## config.mk

```make
export PLATFORM = sky130hd
export DESIGN_NAME = if_stage
export DESIGN_NICKNAME = d
export VERILOG_FILES = /design/src/rtl/if_stage_pkg.sv /design/src/rtl/if_stage_pc_reg.sv /design/src/rtl/if_stage.sv
export SDC_FILE = /design/constraint.sdc
export NUM_CORES = 1
export LEC_CHECK = 0
export ABC_CLOCK_PERIOD_IN_PS = 2240
export BUFFER_PORTS_ARGS = -buffer_cell sky130_fd_sc_hd__buf_2
export CAP_MARGIN = 20
export CORE_MARGIN = 8
export CORE_UTILIZATION = 43
export CTS_BUF_LIST = sky130_fd_sc_hd__clkbuf_16
export DETAILED_ROUTE_END_ITERATION = 12
export PLACE_DENSITY = 0.81
export SKIP_CTS_REPAIR_TIMING = 1
export SLEW_MARGIN = 10
export SYNTH_ARGS = -nofsm -noshare
export SYNTH_HDL_FRONTEND = slang
export SYNTH_SLANG_ARGS = --single-unit
```

## constraint.sdc

```tcl
create_clock -name clk -period 2.24 [get_ports clk]
set_input_delay 0.448 -clock clk [delete_from_list [all_inputs] [get_ports clk]]
set_output_delay 0.448 -clock clk [all_outputs]
set_load 0.05 [all_outputs]
```

## src/rtl/if_stage_pkg.sv

```systemverilog
// ============================================================================
// Module      : if_stage_pkg
// Description : Constants and types shared by fetch, decode, EX redirect
//               logic and the hazard unit.
// Revision    : 1.0 - initial release
// ============================================================================
`default_nettype none

package if_stage_pkg;

    localparam int XLEN       = 32;
    localparam int INST_BYTES = 4;

    localparam logic [XLEN-1:0] NOP_INST         = 32'h0000_0000;
    localparam logic [XLEN-1:0] DEFAULT_RESET_PC = 32'h0000_0000;

    typedef struct packed {
        logic [XLEN-1:0] pc;
        logic [XLEN-1:0] pc4;
        logic [XLEN-1:0] inst;
        logic            valid;
    } ifid_t;

    // Slot content decode reads as "no instruction".
    localparam ifid_t IFID_BUBBLE = '{pc: '0, pc4: '0, inst: NOP_INST, valid: 1'b0};

    function automatic logic [XLEN-1:0] align_pc(input logic [XLEN-1:0] pc);
        return pc & ~(XLEN'(INST_BYTES - 1));
    endfunction

    function automatic logic [XLEN-1:0] next_seq_pc(input logic [XLEN-1:0] pc);
        return pc + XLEN'(INST_BYTES);
    endfunction

endpackage

`default_nettype wire

```

## src/rtl/if_stage_pc_reg.sv

```systemverilog
// ============================================================================
// Module      : if_pc_reg
// Description : Fetch PC register with reset/redirect/stall/increment mux.
// Revision    : 1.0 - initial release
// ============================================================================
`default_nettype none

module if_pc_reg
    import if_stage_pkg::*;
#(
    parameter logic [31:0] RESET_PC = DEFAULT_RESET_PC
) (
    input  logic        clk,
    input  logic        rst_n,
    input  logic        stall_i,
    input  logic        redirect_i,
    input  logic [31:0] redirect_pc_i,
    output logic [31:0] pc_o
);

    logic [31:0] pc_q;
    logic [31:0] pc_d;

    // Redirect beats stall: the stalled instruction is on the wrong path.
    always_comb begin
        pc_d = pc_q;
        if (redirect_i) begin
            pc_d = align_pc(redirect_pc_i);
        end else if (!stall_i) begin
            pc_d = next_seq_pc(pc_q);
        end
    end

    always_ff @(posedge clk) begin
        if (!rst_n) begin
            pc_q <= RESET_PC;
        end else begin
            pc_q <= pc_d;
        end
    end

    assign pc_o = pc_q;

endmodule

`default_nettype wire

```

## src/rtl/if_stage.sv

```systemverilog
// ============================================================================
// Module      : if_stage
// Description : Instruction fetch plus IF/ID register. Optional performance
//               counters are built when IF_PERF_CNT_EN is defined.
// Revision    : 1.0 - initial release
// ============================================================================
`default_nettype none

module if_stage
    import if_stage_pkg::*;
#(
    parameter logic [31:0] RESET_PC = DEFAULT_RESET_PC,
    parameter int          IROM_AW  = 14
) (
    input  logic               clk,
    input  logic               rst_n,
    input  logic               stall,
    input  logic               redirect,
    input  logic [31:0]        redirect_pc,
    output logic [IROM_AW-1:0] irom_addr,
    input  logic [31:0]        irom_inst,
    output logic [31:0]        if_pc,
    output logic [31:0]        id_pc,
    output logic [31:0]        id_pc4,
    output logic [31:0]        id_inst,
    output logic               id_valid,
    output logic [31:0]        perf_fetch,
    output logic [31:0]        perf_bubble
);

    logic [31:0] w_pc;
    ifid_t       ifid_q;
    ifid_t       ifid_d;

    if_pc_reg #(
        .RESET_PC (RESET_PC)
    ) u_pc_reg (
        .clk           (clk),
        .rst_n         (rst_n),
        .stall_i       (stall),
        .redirect_i    (redirect),
        .redirect_pc_i (redirect_pc),
        .pc_o          (w_pc)
    );

    assign if_pc     = w_pc;
    assign irom_addr = w_pc[IROM_AW+1:2];

    always_comb begin
        ifid_d = ifid_q;
        if (redirect) begin
            ifid_d = IFID_BUBBLE;
        end else if (!stall) begin
            ifid_d.pc    = w_pc;
            ifid_d.pc4   = next_seq_pc(w_pc);
            ifid_d.inst  = irom_inst;
            ifid_d.valid = 1'b1;
        end
    end

    always_ff @(posedge clk) begin
        if (!rst_n) begin
            ifid_q <= IFID_BUBBLE;
        end else begin
            ifid_q <= ifid_d;
        end
    end

    assign id_pc    = ifid_q.pc;
    assign id_pc4   = ifid_q.pc4;
    assign id_inst  = ifid_q.inst;
    assign id_valid = ifid_q.valid;

`ifdef IF_PERF_CNT_EN
    logic        w_load_fetch;
    logic        w_load_bubble;
    logic [31:0] fetch_q;
    logic [31:0] fetch_d;
    logic [31:0] bubble_q;
    logic [31:0] bubble_d;

    assign w_load_fetch  = !redirect && !stall;
    assign w_load_bubble = redirect;

    always_comb begin
        fetch_d  = fetch_q;
        bubble_d = bubble_q;
        if (w_load_fetch) begin
            fetch_d = fetch_q + 32'd1;
        end
        if (w_load_bubble) begin
            bubble_d = bubble_q + 32'd1;
        end
    end

    always_ff @(posedge clk) begin
        if (!rst_n) begin
            fetch_q  <= 32'h0;
            bubble_q <= 32'h0;
        end else begin
            fetch_q  <= fetch_d;
            bubble_q <= bubble_d;
        end
    end

    assign perf_fetch  = fetch_q;
    assign perf_bubble = bubble_q;
`else
    assign perf_fetch  = 32'h0;
    assign perf_bubble = 32'h0;
`endif

endmodule

`default_nettype wire

```

==> impl_results.md <==
- Ys async rst share: 0%
- Num CTS Buffers: 17
- Most used DFF post-synth: dfxtp_1
- Placeable Area: 13800 µm²
- Mapped Avg Cell Area: 8.70 µm²
- Maximum VDD drop: 0.510 mV
- Mapped cell area: 6080 µm²
- H-tree Lvls: 4
- Drt pass-1 iters: 5
- P_leak: 3.46 nW
- Critical Path, Cell by Cell: ha_1 -> nand3_1 -> or4_1 -> or4_1 -> a31oi_1
- First-pass GRT wire length: 27800 µm
- Final Hold Vio Count: 0
- Clk pin slew, worst setup/hold paths: 0.06 ns
- Via/cell ratio: 5.14
- Setup ws final: 0.113 ns
- RSZ-0062 raised after global routing: false
- Worst slew margin: 66.3%
- FP Rows: 43
- Top-count cell post-synth: dfxtp_1
- Cells after synthesis: 699
- Worst setup path startpoint: u_pc_reg.pc_o[3]
- Reg2Reg Launch Point: u_pc_reg.pc_o[3]
- Clk buf depth: 2
- Final setup TNS: 0 ns
- Critical Path Most Common Cell: or4_1
- Power Density: 805 nW/µm²
- Final Max Slew Viols: 0
- Synth top area share: 40.5%
- Top cells by count, synth: dfxtp_1 (123), buf_4 (85), nor2_1 (68)
- Worst path slowest cell: or4_1
- Max-cap violations: 0
- CP Capture Type: flop
- Clock skew: 0.0105 ns
- DR iter-0 viols: 304
- Post-route antenna net violation count: 0
- Die Y: 135 µm
- WS Path Type: flop to flop
- Initial antenna violation count: 4
- Max layer used: met5
- TritonCTS clock tree: yes
- Number of synthesized register bits: 123
- Detailed Place HPWL: 13400 µm
- Crit start category: flop
- # clock sinks: 123
- Total track usage: 19.3%
- Fin crit share: 94.9%
- Count of different cell masters after synthesis: 44
- Root buffer cell: clkbuf_16
- Met1 Routed Length: 7230 µm
- Final wirelength: 18300 µm
- Clk_lat worst skew: 0.41 ns
- Min Tclk post-route: 2.13 ns
- Setup violations, final: 0
- Largest area contributor in the netlist: dfxtp_1
- Status: finished clean
- Setup WS pre-CTS: 0.0999 ns
- Dominant cells by area after synthesis: dfxtp_1 (41%), buf_4 (10%), mux2i_1 (9.6%)
- Fmax: 470 MHz
- Worst Reg2Reg Path Length in Cells: 5
- CP Max Fanout: 9
- GP Congestion: 0.879
- Final core occ: 54.2%
- Slew @ Worst Pin: 0.506 ns
- Yosys warns: 0
- Metal3 WL: 1800 µm
- Die area: 18200 µm²
- Internal reg-to-reg setup slack: 0.11 ns
- Seq/Total Area, Yosys: 40.5%
- Worst path max stage delay: 0.65 ns
- Detailed-route via count: 5489
- Starting Density: 44.0%
- Die Span X: 135 µm
- Worst Setup EP: u_pc_reg.pc_o[16]
- Synthesis-to-finish area growth: 23.3%
- Number of buffers added on ports: 202
- Share of cells above drive strength 1: 32.6%
- Final global-route overflow total: 0
- Drc violations: 0
- Critical path arrival: 2.46 ns
- Vias in the first global route: 5123
- CP Data Required Time: 2.57 ns
- Min-Delay Path Class: primary input to flop
- Pin count of the biggest net entering global routing: 73
- I/O pin count: 275
- Final nets: 943
- Post-synth EDFFs: 0
- WL/cell: 17.1 µm
- Met2 WL: 8830 µm
- Reg-to-Reg End: u_pc_reg.pc_o[16]
## per-stage QoR
stage / cells / total power [mW] / instance area (µm²) / hold slack [ns]
global route: 1068 / 6.27 / 7500 / 0.251
detailed placement: 1035 / 3.63 / 6970 / 0.437
global placement: 1035 / 3.62 / 6970 / 0.436
CTS: 1067 / 6.07 / 7490 / 0.254
finish: 1068 / 6.03 / 7500 / 0.268
floorplan: 768 / 3.46 / 6370 / 0.585
## metal layers
| metal | GRT usage [%] | up-vias |
|---|---|---|
| li1 | - | 2671 |
| met1 | 21.8 | 2544 |
| met2 | 31.8 | 239 |
| met3 | 7.62 | 29 |
| met4 | 8.11 | 6 |
| met5 | 0 | - |
## placed cells by master (no fill, tap or decap), types with 7 or more instances in the layout
cell       instances
and4_1             7
nand4_1            7
nor3_1            13
inv_1              7
dfxtp_2           18
nand3_1            9
a21oi_1           22
nor2_1            68
xnor2_1           17
clkbuf_16         17
or4_1             26
o31ai_1           19
buf_4             28
buf_2            201
mux2i_1           58
nand2_1           37
a31oi_1           26
or3_1             10
o21ai_0           55
conb_1            70
dfxtp_1          102
## worst max-delay path: cells and delay by family (launching register included)
kind / cells / cell delay [ns]
AOI/OAI and AO/OA: 1 / 0.17
DFF: 1 / 0.40
adders and majority gates: 1 / 0.22
and+or+nand+nor: 3 / 1.26
## flip-flops by register name, summed over array words and instances, names as in the netlist
name / count
id_pc4: 30
id_inst: 32
id_pc: 30
id_valid: 1
u_pc_reg.pc_o: 30
## final cells by class
cell class	instances	area (µm²)
Clock buffer	17	425
Antenna cell	1	2.50
Fill cell	1290	6330
Timing Repair Buffer	231	1260
Tap cell	180	225
Sequential cell	123	2500
Inverter	5	18.8
Multi-Input combinational cell	496	2980
Clock inverter	15	93.8
## report_power, final
group	leakage, nW	switching (mW)	total (mW)	internal [mW]
sequential	1.01	0.102	2.39	2.29
clock	0.273	0.961	2.44	1.48
combinational	2.18	0.932	1.20	0.272
total	3.46	2.00	6.03	4.04
## worst min path at each step
stage / end / start / cells past startpoint / slack (ns)
6_report: u_pc_reg.pc_o[6] / redirect_pc[6] / 2 / 0.27
2_1_floorplan: u_pc_reg.pc_o[5] / redirect_pc[5] / 1 / 0.59
5_1_grt: u_pc_reg.pc_o[6] / redirect_pc[6] / 2 / 0.25
3_5_place_dp: id_valid / id_valid / 1 / 0.44
3_3_place_gp: id_valid / id_valid / 1 / 0.44
4_1_cts: u_pc_reg.pc_o[6] / redirect_pc[6] / 2 / 0.25
## cells by family (layout without fill, tap and decap cells)
family,Yosys count,count (layout),share of synthesized area [%]
fa+ha+maj,1,1,0.206
compound gates,138,138,13.6
flops,123,123,40.5
mux,58,58,9.55
xor+xnor,23,23,3.31
other cells,1,71,0.0617
buf+inv,149,268,14.8
simple gates,206,206,17.9
Power figures use the tool's default switching activity.
